**config.mk**
```make
export PLATFORM = sky130hd
export DESIGN_NAME = vedic_mult_seq_flat
export DESIGN_NICKNAME = d
export VERILOG_FILES = /design/src/rtl/vedic_mult_seq_if.sv /design/src/rtl/vedic_mult_seq.sv /design/src/flat_wrapper.sv
export SDC_FILE = /design/constraint.sdc
export NUM_CORES = 1
export LEC_CHECK = 0
export ABC_CLOCK_PERIOD_IN_PS = 9100
export CAP_MARGIN = 5
export CORE_MARGIN = 10
export CORE_UTILIZATION = 34
export CTS_BUF_LIST = sky130_fd_sc_hd__clkbuf_8
export CTS_CLUSTER_DIAMETER = 30
export DETAILED_ROUTE_END_ITERATION = 10
export HOLD_SLACK_MARGIN = 0.03
export SLEW_MARGIN = 20
export SYNTH_ARGS = -nofsm -noshare
export SYNTH_HDL_FRONTEND = slang
export SYNTH_SLANG_ARGS = --single-unit
```
**constraint.sdc**
```tcl
create_clock -name clk -period 9.1 [get_ports clk]
set_input_delay 1.82 -clock clk [delete_from_list [all_inputs] [get_ports clk]]
set_output_delay 1.82 -clock clk [all_outputs]
set_load 0.05 [all_outputs]
```
**src/rtl/vedic_mult_seq_if.sv**
```systemverilog
// vedic_mult_seq_if: operand/product valid-ready bundle for vedic_mult_seq.
// signed_mode exists only when VEDIC_SIGNED_EN is defined.
interface vedic_mult_seq_if #(
   parameter int WIDTH = 8
);
   logic in_valid;
   logic in_ready;
   logic [WIDTH-1:0] a;
   logic [WIDTH-1:0] b;
`ifdef VEDIC_SIGNED_EN
   logic signed_mode;
`endif
   logic out_valid;
   logic out_ready;
   logic [2*WIDTH-1:0] product;
   logic busy;
   modport master (
`ifdef VEDIC_SIGNED_EN
      output signed_mode,
`endif
      output in_valid, a, b, out_ready,
      input in_ready, out_valid, product, busy
   );
   modport slave (
`ifdef VEDIC_SIGNED_EN
      input signed_mode,
`endif
      input in_valid, a, b, out_ready,
      output in_ready, out_valid, product, busy
   );
endinterface

```
**src/rtl/vedic_mult_seq.sv**
```systemverilog
// vedic_mult_seq: multi-cycle WIDTHxWIDTH multiplier, one 4x4 Vedic digit product per cycle.
// Optional two's-complement mode when VEDIC_SIGNED_EN is defined.
module vedic_mult_seq #(
   parameter int WIDTH = 8
) (
   input logic clk,
   input logic rst,
   vedic_mult_seq_if.slave bus_io
);
   localparam int N = WIDTH / 4;
   localparam int PW = 2 * WIDTH;
   localparam int CW = (N > 1) ? $clog2(N) : 1;
   typedef enum logic [1:0] {IDLE, CALC, DONE} state_t;
   state_t state_q, state_d;
   logic [WIDTH-1:0] a_q, a_d, b_q, b_d, a_mag, b_mag;
   logic [PW-1:0] acc_q, acc_d, product_q, product_d, term, sum;
   logic [CW-1:0] i_q, i_d, j_q, j_d;
   logic neg_q, neg_d, neg_in, last, j_wrap;
   logic [3:0] da, db;
   logic [7:0] core;
   function automatic logic [3:0] vedic2(input logic [1:0] x, input logic [1:0] y);
      logic c;
      c = x[1] & y[0] & x[0] & y[1];
      vedic2 = {x[1] & y[1] & c, (x[1] & y[1]) ^ c, (x[1] & y[0]) ^ (x[0] & y[1]), x[0] & y[0]};
   endfunction
   // vertical and crosswise 2x2 partials; the crosswise sum carries the low partial's high bits
   function automatic logic [7:0] vedic4(input logic [3:0] x, input logic [3:0] y);
      logic [3:0] q0, q1, q2, q3;
      logic [5:0] mid;
      q0 = vedic2(x[1:0], y[1:0]);
      q1 = vedic2(x[3:2], y[1:0]);
      q2 = vedic2(x[1:0], y[3:2]);
      q3 = vedic2(x[3:2], y[3:2]);
      mid = 6'(q1) + 6'(q2) + 6'(q0[3:2]);
      vedic4 = {4'(q3 + mid[5:2]), mid[1:0], q0[1:0]};
   endfunction
   always_comb begin
`ifdef VEDIC_SIGNED_EN
      a_mag = (bus_io.signed_mode && bus_io.a[WIDTH-1]) ? -bus_io.a : bus_io.a;
      b_mag = (bus_io.signed_mode && bus_io.b[WIDTH-1]) ? -bus_io.b : bus_io.b;
      neg_in = bus_io.signed_mode && (bus_io.a[WIDTH-1] ^ bus_io.b[WIDTH-1]);
`else
      a_mag = bus_io.a;
      b_mag = bus_io.b;
      neg_in = 1'b0;
`endif
      da = a_q[4*i_q +: 4];
      db = b_q[4*j_q +: 4];
      core = vedic4(da, db);
      term = PW'(core) << (4 * (int'(i_q) + int'(j_q)));
      sum = acc_q + term;
      j_wrap = int'(j_q) == N - 1;
      last = j_wrap && (int'(i_q) == N - 1);
      state_d = state_q;
      a_d = a_q;
      b_d = b_q;
      neg_d = neg_q;
      acc_d = acc_q;
      product_d = product_q;
      i_d = i_q;
      j_d = j_q;
      case (state_q)
         IDLE: if (bus_io.in_valid) begin
            state_d = CALC;
            a_d = a_mag;
            b_d = b_mag;
            neg_d = neg_in;
            acc_d = '0;
            i_d = '0;
            j_d = '0;
         end
         CALC: begin
            acc_d = sum;
            j_d = j_wrap ? '0 : j_q + 1'b1;
            i_d = j_wrap ? i_q + 1'b1 : i_q;
            if (last) begin
               state_d = DONE;
               product_d = neg_q ? -sum : sum;
               i_d = '0;
               j_d = '0;
            end
         end
         DONE: state_d = bus_io.out_ready ? IDLE : DONE;
         default: state_d = IDLE;
      endcase
   end
   always_ff @(posedge clk) begin
      if (rst) begin
         state_q <= IDLE;
         a_q <= '0;
         b_q <= '0;
         neg_q <= 1'b0;
         acc_q <= '0;
         product_q <= '0;
         i_q <= '0;
         j_q <= '0;
      end else begin
         state_q <= state_d;
         a_q <= a_d;
         b_q <= b_d;
         neg_q <= neg_d;
         acc_q <= acc_d;
         product_q <= product_d;
         i_q <= i_d;
         j_q <= j_d;
      end
   end
   assign bus_io.in_ready = state_q == IDLE;
   assign bus_io.out_valid = state_q == DONE;
   assign bus_io.busy = state_q != IDLE;
   assign bus_io.product = product_q;
endmodule

```
**src/flat_wrapper.sv**
```systemverilog
// flat-port wrapper written by rule: the top's interface ports become plain ports
module vedic_mult_seq_flat 
#(
   parameter int WIDTH = 8
)
  (clk, rst, bus_io_in_valid, bus_io_a, bus_io_b, bus_io_out_ready, bus_io_in_ready, bus_io_out_valid, bus_io_product, bus_io_busy);
  vedic_mult_seq_if #(.WIDTH(WIDTH)) bus_io_i ();
  input logic clk;
  input logic rst;
  input wire logic [$bits(bus_io_i.in_valid)-1:0] bus_io_in_valid;
  input wire logic [$bits(bus_io_i.a)-1:0] bus_io_a;
  input wire logic [$bits(bus_io_i.b)-1:0] bus_io_b;
  input wire logic [$bits(bus_io_i.out_ready)-1:0] bus_io_out_ready;
  output wire logic [$bits(bus_io_i.in_ready)-1:0] bus_io_in_ready;
  output wire logic [$bits(bus_io_i.out_valid)-1:0] bus_io_out_valid;
  output wire logic [$bits(bus_io_i.product)-1:0] bus_io_product;
  output wire logic [$bits(bus_io_i.busy)-1:0] bus_io_busy;
  assign bus_io_i.in_valid = bus_io_in_valid;
  assign bus_io_i.a = bus_io_a;
  assign bus_io_i.b = bus_io_b;
  assign bus_io_i.out_ready = bus_io_out_ready;
  assign bus_io_in_ready = bus_io_i.in_ready;
  assign bus_io_out_valid = bus_io_i.out_valid;
  assign bus_io_product = bus_io_i.product;
  assign bus_io_busy = bus_io_i.busy;
  vedic_mult_seq #(.WIDTH(WIDTH)) u_core (.clk(clk), .rst(rst), .bus_io(bus_io_i));
endmodule
```
## Word-level counts from Yosys, hierarchy flattened

Index checks and enable logic that the tools add are counted.

- Flip-flop bits (word level): 52
- Input bits: 20
- Output and inout bits: 19
- Logic and storage cells: 80

- $add $sub $neg: 7
- Equal/unequal tests: 5
- Shift operators: 3
- Mux-type cells: 13
- Bitwise operators: 36
- Reduce and logical (&&, ||, !) cells: 9

Operators with widths:

| cell | count |
|---|---|
| $pmux 16 s2 | 1 |
| $shl 8x32->16 | 1 |
| $and 1x1->1 | 28 |
| $add 16x16->16 | 1 |
| $mux 16 | 1 |
| $shiftx 8x4->4 | 2 |
| $reduce_and 2->1 | 4 |
| $xor 1x1->1 | 8 |
| $add 6x2->6 | 1 |
| $mux 2 | 3 |
| $pmux 2 s3 | 1 |
| $add 4x4->5 | 1 |
| $mux 1 | 5 |
| $add 4x4->4 | 1 |
| $pmux 1 s2 | 2 |
| $reduce_bool 2->1 | 2 |
| $ne 3x1->1 const B | 1 |
| $reduce_and 3->1 | 1 |
| $add 1x1->1 const B | 2 |
| $add 1x1->2 | 1 |
| $eq 2x1->1 const B | 1 |
| $eq 2x2->1 const B | 1 |
| $logic_not 2->1 | 1 |
| $ne 2x1->1 const B | 1 |
| 2 further kinds | 2 |

## Depth between registers and ports, before layout

Gate-level depths: netlist of the first run.

- Depth after elaboration: 11
- Mapped depth: 25
- Gate-level depth less buffers: 24

## Worst setup path before layout of the first run

Ideal clock, no wire load.

- Kind: register to register
- Start point: register u_core.j_q
- End point: register u_core.acc_q[12]
- Data arrival time: 5531 ps
- Data required time: 8984 ps
- Path slack: 3453 ps
- Cell stages (with the launch flop): 26
- Cell sequence: dfxtp_1 clkbuf_1 mux2i_1 nor4_1 ha_1 ha_1 a21oi_1 a21oi_1 or2_2 nor3b_1 xnor2_1 ha_1 a21oi_1 a21oi_1 or3_2 nand2_1 nor2_1 a211oi_1 ha_1 a21o_1 a21oi_1 nor2_1 a211o_1 a31oi_1 mux2i_1 a41o_1

- Longest elaborated chain between the ends: 11
- Elaborated cells on any way between the ends: 44
- Those cells by class: 5 x add/sub; 2 x shift; 1 x mux; 36 x bitwise

Ends and longest elaborated chain:

| element | RTL line | RTL |
|---|---|---|
| start: declaration | vedic_mult_seq.sv:17 | `logic [CW-1:0] i_q, i_d, j_q, j_d;` |
| start signal: assignment | vedic_mult_seq.sv:105 | `j_q <= j_d;` |
| $shiftx 8x4->4 | vedic_mult_seq.sv:48 | `db = b_q[4*j_q +: 4];` |
| $and 1x1->1 | vedic_mult_seq.sv:23, vedic_mult_seq.sv:24 |  |
| $and 1x1->1 (2 in series) | vedic_mult_seq.sv:23 | `c = x[1] & y[0] & x[0] & y[1];` |
| $xor 1x1->1 / $and 1x1->1 (equally long branches) | vedic_mult_seq.sv:24 | `vedic2 = {x[1] & y[1] & c, (x[1] & y[1]) ^ c, (x[1] & y[0]) ^ (x[0] & y[1]), x[0] & y[0]};` |
| $add 4x4->5 | vedic_mult_seq.sv:34 | `mid = 6'(q1) + 6'(q2) + 6'(q0[3:2]);` |
| $add 6x2->6 | vedic_mult_seq.sv:34 |  |
| $add 4x4->4 | vedic_mult_seq.sv:35 | `vedic4 = {4'(q3 + mid[5:2]), mid[1:0], q0[1:0]};` |
| $shl 8x32->16 (*) | vedic_mult_seq.sv:50 | `term = PW'(core) << (4 * (int'(i_q) + int'(j_q)));` |
| $add 16x16->16 (*) | vedic_mult_seq.sv:51 | `sum = acc_q + term;` |
| $pmux 16 s2 (*) | vedic_mult_seq.sv:62 | `case (state_q)` |
| end signal: assignment | vedic_mult_seq.sv:93 | `acc_q <= '0;` |
| end signal: assignment | vedic_mult_seq.sv:102 | `acc_q <= acc_d;` |
| end: declaration | vedic_mult_seq.sv:16 | `logic [PW-1:0] acc_q, acc_d, product_q, product_d, term, sum;` |

Mark *: on every way between the ends. The rest lies on a longest branch, timed or not.
A chain may end at the register's enable or synchronous reset.

## Worst setup path in the final report of the first run

Same ends and word-level chain as after synthesis.

==> results of run 1 <==
==> routing by layer <==
metal / vias to the layer above / global-route usage / share of wire
li1: 1576 / - / -
met1: 1399 / 0.146 / 0.47
met2: 59 / 0.195 / 0.47
met3: 5 / 0.0277 / 0.056
met4: 0 / 0.0181 / 0.0077
met5: - / 0 / 0
==> Yosys cell counts, drive strengths merged (6+ instances only) <==
| library cell | n | share of area |
|---|---|---|
| clkbuf | 22 | 0.024 |
| or4 | 6 | 0.013 |
| nand4 | 10 | 0.018 |
| nor4 | 8 | 0.019 |
| a21oi | 51 | 0.076 |
| nand3 | 23 | 0.034 |
| nor2 | 39 | 0.043 |
| ha | 29 | 0.11 |
| inv | 14 | 0.015 |
| o21a | 6 | 0.013 |
| o21ai | 10 | 0.015 |
| xnor2 | 11 | 0.028 |
| xor2 | 9 | 0.023 |
| a21o | 9 | 0.020 |
| dfxtp | 52 | 0.31 |
| mux2i | 12 | 0.035 |
| nand2 | 71 | 0.079 |
==> registers in the layout (all words and copies together) (netlist names) <==
register and flops:
u_core.acc_q 16, u_core.bus_io.product 16, u_core.a_q 8, u_core.b_q 8, u_core.state_q 2, u_core.i_q 1
u_core.j_q 1
==> kinds of logic after synthesis <==
family | synth area share
buffers and inverters | 0.0410
DFF | 0.307
muxes | 0.0387
xor gates and xnor gates | 0.0517
adders and majority gates | 0.131
AOI/OAI and AO/OA | 0.173
and+or+nand+nor | 0.258
==> area by class of cell <==
type | count | share of cell area
Sequential cell | 52 | 0.262
Clock inverter | 1 | 0.00756
Timing Repair Buffer | 41 | 0.100
Tap cell | 133 | 0.0419
Multi-Input combinational cell | 346 | 0.558
Inverter | 14 | 0.0132
Clock buffer | 5 | 0.0173
==> path summary, 6_finish.rpt <==
| kind | start | endpoint | cells after the start |
|---|---|---|---|
| max | u_core.j_q | u_core.acc_q[12] | 24 |
| max reg2reg | u_core.j_q | u_core.acc_q[12] | 24 |
| min | u_core.bus_io.product[5] | u_core.bus_io.product[5] | 2 |
| min reg2reg | u_core.bus_io.product[5] | u_core.bus_io.product[5] | 2 |
==> power by group through the flow <==
stage	Clock [mW]	Combinational [mW]	Sequential, mW
after CTS	0.161	0.0671	0.238
after detailed placement	0	0.0669	0.243
after floorplan	0	0.0468	0.241
after global placement	0	0.0654	0.243
final	0.156	0.0666	0.238
after global routing	0.167	0.0748	0.239
==> critical path, delay by kind of cell, from the launching register on <==
family	cells	cell delay [ns]
muxes	2	0.67
AOI/OAI and AO/OA	10	2.04
xor gates and xnor gates	1	0.10
DFF	1	0.54
and+or+nand+nor	7	1.38
adders and majority gates	4	1.29
==> results.cfg, run 1 <==
[die]
rows = 36
io_pins = 39
core_area_mm2 = 0.00973
start_util = 0.349
dieArea_mm2 = 0.0144
die_w_um = 120
dieHeight_um = 120

[logic_synthesis]
synthesis.area_mm2 = 0.00339
syn_avg_cell_area_um2 = 7.79
synthArstFlopShare = 0
ys_types = 46
yosysWarnings = 0
ys_ff_latch = 52
synth_edf_count = 0
ys_seq_area_frac = 0.307
synth_ff_type = dfxtp_1
synth_nets = 488
syn_inst = 435

[setup_path]
critical_path.slowest_cell = mux2i_1
cpMostUsedCell = a21oi_1
crit_type = flop to flop
r2r_slack_ns = 2.97
end_kind = flop
cp_max_fo = 8
cp.arrival_ns = 6.33
cp-start-kind = flop
cp_cell_sequence = mux2i_1 -> nor4_1 -> ha_1 -> ha_1 -> a21oi_1 -> a21oi_1 -> or2_2 -> nor3b_1 -> xnor2_1 -> ha_1 -> a21oi_1 -> a21oi_1 -> or3_2 -> nand2_1 -> nor2_1 -> a211oi_1 -> ha_1 -> a21o_1 -> a21oi_1 -> nor2_1 -> a211o_1 -> a31oi_1 -> mux2i_1 -> a41o_1
cpPeakStageDelay_ns = 0.55
crit_required_ns = 9.30

[placed_design]
routabilityCongestion = 0.886
portBuffers = 38
post_dp_cell_area_mm2 = 0.00387
place_ws_ns = 3.05
dp_hpwl_mm = 6.10
dp.cells = 586

[layout]
utilization = 0.408
layout.cells.non_filler = 592
nFillCells = 1016
multi_input_area_mm2 = 0.00221
layout_common_cells = nand2_1 (69), dfxtp_1 (52), a21oi_1 (50)
area_growth_pct = 17.1
diodes = 0
seq_area_mm2 = 0.00104
layout.nets = 513
final_common_cell = nand2_1
fin_area_mm2 = 0.00397
layout-drive-gt1-share = 0.0436

[clock_network]
cts.sinks = 52
cts_setup_buffers = 0
cts-buffers-inserted = 5
clkLatencyLatePin_ns = 0.30
cts_resized = 0
cts_tree = yes
clock_path_buffers = 2
clk_pin_slew_ns = 0.10
cts_hold_buf = 0
cts-root-buf = clkbuf_8
htreeDepth = 2

[timing]
rsz0062_at_grt = no
finalSetupViolations = 0
finalHoldViolations = 0
fmaxAchievable_mhz = 163
fin_crit_sh = 0.674
worst_hold_slack_ns = 0.458
setup_slack_ns = 2.97
tns_ns = 0
maxSlewViolCount = 0
relSlewSlack = 0.349
tightest_slew_ns = 0.977
skew_ns = 0.00868
fin_crit_ns = 6.13

[power_and_ir_drop]
vdd.ir_drop.worst_mv = 0.0658
power_leakage_nw = 1.58
swShare = 0.267
clkPwrFrac = 0.338
seq_power_share = 0.517
fin_total_pwr_uw = 460
power_switching_uw = 123
power.density_mw_per_mm2 = 116
pwr-share-comb = 0.145
p_int_uw = 337

[worst_hold_path]
hp-class = flop to flop

[route]
dr.pass1.iters = 4
postRouteAntennaNets = 0
drt_iter0_markers = 207
drc = 0
detail_route.vias_per_cell = 5.13
dr_total_vias = 3039
wl_mm = 8.18
wire_per_inst_um = 13.8

[global_route]
antenna_found_initial = 0
grt_pass1_wl_mm = 14.1
first_global_vias = 3010
track_usage = 0.114
grt_max_degree = 54
grt_overflow = 0

[run]
cap_violations = 0

[outcome]
status = finished, final reports clean
No activity file was read; power rests on OpenSTA's default activity.
==> run 2: changes to the inputs <==
Settings changed: ABC_CLOCK_PERIOD_IN_PS 9100 to 6200.
Clock period 9.1 ns to 6.2 ns, I/O delays scaled along.
==> run 2 against run 1 <==
Effect of this change:
- cell count grew 0.34%
- die area did not move
- non-clock buffer count is 2 higher
- flip-flop and latch count stayed put
==> results.cfg, run 2 (synthesis gave the netlist of run 1 again) <==
[clock_network]
cts-root-buf = clkbuf_8
cts_setup_buffers = 0
clk_pin_slew_ns = 0.09
cts-buffers-inserted = 5
clkLatencyLatePin_ns = 0.30
clock_path_buffers = 2
cts.sinks = 52
cts_tree = yes
htreeDepth = 2

[route]
wl_mm = 8.11
postRouteAntennaNets = 0
wire_per_inst_um = 13.7
detail_route.vias_per_cell = 5.11
drt_iter0_markers = 230
drc = 0
dr.pass1.iters = 4
dr_total_vias = 3033

[setup_path]
cpPeakStageDelay_ns = 0.49
cp_cell_sequence = mux2i_4 -> nor4_1 -> ha_1 -> ha_1 -> a21oi_1 -> a21oi_1 -> or2_2 -> nor3b_2 -> xnor2_1 -> ha_1 -> a21oi_1 -> a21oi_1 -> or3_2 -> nand2_1 -> nor2_1 -> a211oi_1 -> ha_1 -> a21o_1 -> a21oi_1 -> nor2_1 -> a211o_1 -> a31oi_2 -> mux2i_1 -> a41o_1
rr_worst_depth = 24
crit_start = u_core.j_q
cpMostUsedCell = a21oi_1
endpoint = u_core.acc_q[12]
crit_type = flop to flop
critical_path.slowest_cell = or3_2
r2r_start = u_core.j_q
end_kind = flop
cp.arrival_ns = 5.94
cp-start-kind = flop
crit_required_ns = 6.40
cp_max_fo = 8
r2r_end = u_core.acc_q[12]
r2r_slack_ns = 0.46

[placed_design]
routabilityCongestion = 0.888
dp_hpwl_mm = 6.04
dp.cells = 588
post_dp_cell_area_mm2 = 0.00388
portBuffers = 38
place_ws_ns = 0.166

[die]
core_area_mm2 = 0.00973
start_util = 0.349
dieArea_mm2 = 0.0144
io_pins = 39
rows = 36
die_w_um = 120
dieHeight_um = 120

[timing]
setup_slack_ns = 0.461
finalHoldViolations = 0
fmaxAchievable_mhz = 174
maxSlewViolCount = 0
worst_hold_slack_ns = 0.458
fin_crit_sh = 0.926
relSlewSlack = 0.368
tns_ns = 0
fin_crit_ns = 5.74
skew_ns = 0.00732
tightest_slew_ns = 0.947
finalSetupViolations = 0

[layout]
layout.nets = 515
diodes = 0
layout-drive-gt1-share = 0.0716
layout.cells.non_filler = 594
fin_area_mm2 = 0.00407
layout_common_cells = nand2_1 (69), a21oi_1 (50), dfxtp_1 (50)
area_growth_pct = 20.0
final_common_cell = nand2_1

[power_and_ir_drop]
power.density_mw_per_mm2 = 167
vdd.ir_drop.worst_mv = 0.0832
p_int_uw = 499
power_leakage_nw = 1.60
clkPwrFrac = 0.332
power_switching_uw = 180
pwr-share-comb = 0.150
swShare = 0.266
seq_power_share = 0.518

[global_route]
antenna_found_initial = 0
grt_pass1_wl_mm = 13.8
grt_overflow = 0
first_global_vias = 2935
track_usage = 0.111
grt_max_degree = 54

[worst_hold_path]
whs_path_depth = 2
hp-class = flop to flop

[run]
cap_violations = 0

[outcome]
status = finished, final reports clean
-- run 2: worst min-delay path by stage --
stage	from	end
after floorplan	u_core.a_q[0]	u_core.a_q[0]
after global placement	u_core.bus_io.product[5]	u_core.bus_io.product[5]
after detailed placement	u_core.bus_io.product[9]	u_core.bus_io.product[9]
after CTS	u_core.bus_io.product[9]	u_core.bus_io.product[9]
after global routing	u_core.a_q[2]	u_core.a_q[2]
final	u_core.bus_io.product[5]	u_core.bus_io.product[5]
-- run 2: cell type report --
class	count	area [um^2]
clock buffer	5	68.8
clock inverter	1	30.0
fill	1032	5660
inverter	14	52.6
multi-input combinational	346	2290
sequential	52	1050
tap	133	166
timing repair buffer	43	413
-- run 2: per-stage QoR --
| step | utilization | power [mW] |
|---|---|---|
| 3_3_place_gp | 0.399 | 0.454 |
| 4_1_cts | 0.409 | 0.683 |
| 2_1_floorplan | - | 0.423 |
| 5_1_grt | 0.418 | 0.713 |
| 3_5_place_dp | 0.399 | 0.456 |
| 6_report | 0.418 | 0.680 |
-- run 2: worst max-delay path, delay by kind of cell, from the launching register on --
kind                     cells  cell delay (ns)
AO/OA/AOI/OAI               10             2.00
flip-flops                   1             0.42
AND/OR/NAND/NOR              7             1.53
multiplexers                 2             0.33
XOR/XNOR                     1             0.10
adder cells (fa/ha/maj)      4             1.26
-- run 2: power by group through the flow --
stage / combinational, mW / sequential, mW / clock [mW]
3_5_place_dp: 0.0986 / 0.357 / 0
6_report: 0.102 / 0.352 / 0.225
4_1_cts: 0.0992 / 0.349 / 0.234
2_1_floorplan: 0.0687 / 0.354 / 0
3_3_place_gp: 0.0973 / 0.357 / 0
5_1_grt: 0.114 / 0.353 / 0.246
-- run 2: metal layers --
| metal | global-route usage | wire [um] | vias up |
|---|---|---|---|
| met3 | 0.0258 | 353 | 7 |
| met2 | 0.181 | 3700 | 49 |
| met4 | 0.0264 | 88 | 0 |
| met1 | 0.146 | 3970 | 1393 |
| met5 | 0 | 0 | - |
| li1 | - | - | 1584 |
-- run 2: repair_timing --
item,4_1_cts,5_1_grt
hold buffers,0,0
endpoints found under the setup margin,0,12
gates resized for setup,0,17
==> run 3: changes to the inputs <==
Settings changed: PLACE_DENSITY_LB_ADDON set to 0.25.
==> run 3 against run 2 <==
Effect of this change:
- first-iteration DRC count is 35% lower
- worst hold slack worse by 0.0012 ns
- die area unchanged
- clock power fell by 14%
- clock skew shrank 0.0011 ns
- clock-buffer cell count unchanged
- critical path depth did not move
- via count is 1.1% higher
- critical path type unchanged
- largest cell class unchanged
- largest power group unchanged
==> results.cfg, run 3 (synthesis gave the netlist of run 1 again) <==
[route]
wl_met3_um = 378
dr_wl_met2_mm = 3.90
dr.pass1.iters = 4
detail_route.vias_per_cell = 5.16
drc = 0
drt_iter0_markers = 149
dr_total_vias = 3066
wire_per_inst_um = 14.1
met1_length_mm = 4.03
postRouteAntennaNets = 0
wl_mm = 8.37
top_layer_used = met4

[placed_design]
portBuffers = 38
dp_hpwl_mm = 6.15
routabilityCongestion = 0.877

[clock_network]
cts-root-buf = clkbuf_8
cts_hold_buf = 0
cts.sinks = 52
clk_pin_slew_ns = 0.10
cts-buffers-inserted = 5
clock_path_buffers = 2
clkLatencyLatePin_ns = 0.31
htreeDepth = 2
cts_tree = yes

[setup_path]
cp_max_fo = 7
cp.arrival_ns = 5.95
cp-start-kind = flop
crit_type = flop to flop
end_kind = flop
crit_required_ns = 6.41

[power_and_ir_drop]
seq_power_share = 0.543
p_int_uw = 462
clkPwrFrac = 0.298
pwr-share-comb = 0.160
power_switching_uw = 191
fin_total_pwr_uw = 652
power_leakage_nw = 1.60
vdd.ir_drop.worst_mv = 0.0955
power.density_mw_per_mm2 = 160
swShare = 0.292

[die]
start_util = 0.349
io_pins = 39
die_w_um = 120
rows = 36
core_area_mm2 = 0.00973
dieHeight_um = 120
dieArea_mm2 = 0.0144

[timing]
fmaxAchievable_mhz = 174
fin_crit_ns = 5.74
tightest_slew_ns = 0.974
rsz0062_at_grt = no
relSlewSlack = 0.351
skew_ns = 0.00622
worst_hold_slack_ns = 0.457
maxSlewViolCount = 0
finalSetupViolations = 0
fin_crit_sh = 0.926
finalHoldViolations = 0
tns_ns = 0

[global_route]
grt_overflow = 0
grt_max_degree = 54
first_global_vias = 2950
antenna_found_initial = 0
track_usage = 0.113
grt_pass1_wl_mm = 13.9

[layout]
layout_common_cells = nand2_1 (69), dfxtp_1 (50), a21oi_1 (49)
final_common_cell = nand2_1
layout.nets = 513
layout-drive-gt1-share = 0.0716
seq_area_mm2 = 0.00105
nFillCells = 1012
multi_input_area_mm2 = 0.00233
diodes = 0
area_growth_pct = 20.3

[outcome]
status = finished, final reports clean

[run]
cap_violations = 0

[worst_hold_path]
hp-class = flop to flop
==> run 3: changes by cell type in the layout (fill, tap and decap cells not counted), moves of 2 or more <==
| cell | delta |
|---|---|
| mux2i_4 | +4 |
| mux2i_1 | -2 |
| inv_1 | +2 |
| mux2i_2 | -2 |
| buf_4 | -2 |
==> run 3: per-layer routing <==
metal  vias up  track usage
li1       1580            -
met1      1413        0.145
met2        68        0.186
met3         5       0.0300
met4         0       0.0271
met5         -            0
==> run 3: worst paths after layout <==
check | end | cells after the start | slack, ns | from
max reg2reg | u_core.acc_q[12] | 24 | 0.46 | u_core.i_q
max | u_core.acc_q[12] | 24 | 0.46 | u_core.i_q
min reg2reg | u_core.bus_io.product[4] | 2 | 0.46 | u_core.bus_io.product[4]
min | u_core.bus_io.product[4] | 2 | 0.46 | u_core.bus_io.product[4]
==> run 3: final cells by class <==
| class | count | area share |
|---|---|---|
| clock inverters | 3 | 0.00399 |
| flip-flops and latches | 52 | 0.257 |
| multi-input cells | 346 | 0.571 |
| inverters | 14 | 0.0129 |
| repair buffers | 41 | 0.0975 |
| clock buffers | 5 | 0.0169 |
| well taps | 133 | 0.0408 |
==> run 3: per-stage QoR <==
stage	area [um^2]	instances	utilization	worst slack, ns
after floorplan	3390	435	-	0.553
after global placement	3870	586	0.398	0.317
after detailed placement	3870	586	0.398	0.158
after CTS	3960	594	0.407	0.119
after global routing	4080	594	0.419	0.0357
final	4080	594	0.419	0.458
==> run 3: critical path: stages, from the launching register on <==
cell and delay (ns):
dfxtp_4 0.42, mux2i_4 0.22, nor4_1 0.30, ha_1 0.29, ha_1 0.36, a21oi_2 0.16
a21oi_1 0.12, or2_2 0.33, nor3b_1 0.24, xnor2_1 0.10, ha_1 0.34, a21oi_1 0.17
a21oi_1 0.16, or3_2 0.49, nand2_1 0.09, nor2_1 0.05, a211oi_1 0.20, ha_1 0.31
a21o_1 0.20, a21oi_1 0.14, nor2_1 0.05, a211o_1 0.34, a31oi_2 0.25, mux2i_1 0.11
a41o_1 0.20
==> run 3: power by group through the flow <==
stage               sequential (mW)  combinational (mW)  clock, mW
floorplan                     0.354              0.0687          0
global placement              0.357              0.0969          0
detailed placement            0.357              0.0986          0
CTS                           0.350              0.0990      0.204
global route                  0.355               0.115      0.216
finish                        0.354               0.104      0.194
==> run 3: what timing repair did <==
action                     in CTS  in global routing
buffers inserted                0                  0
resized for setup               0                 23
setup endpoints to repair       0                 12
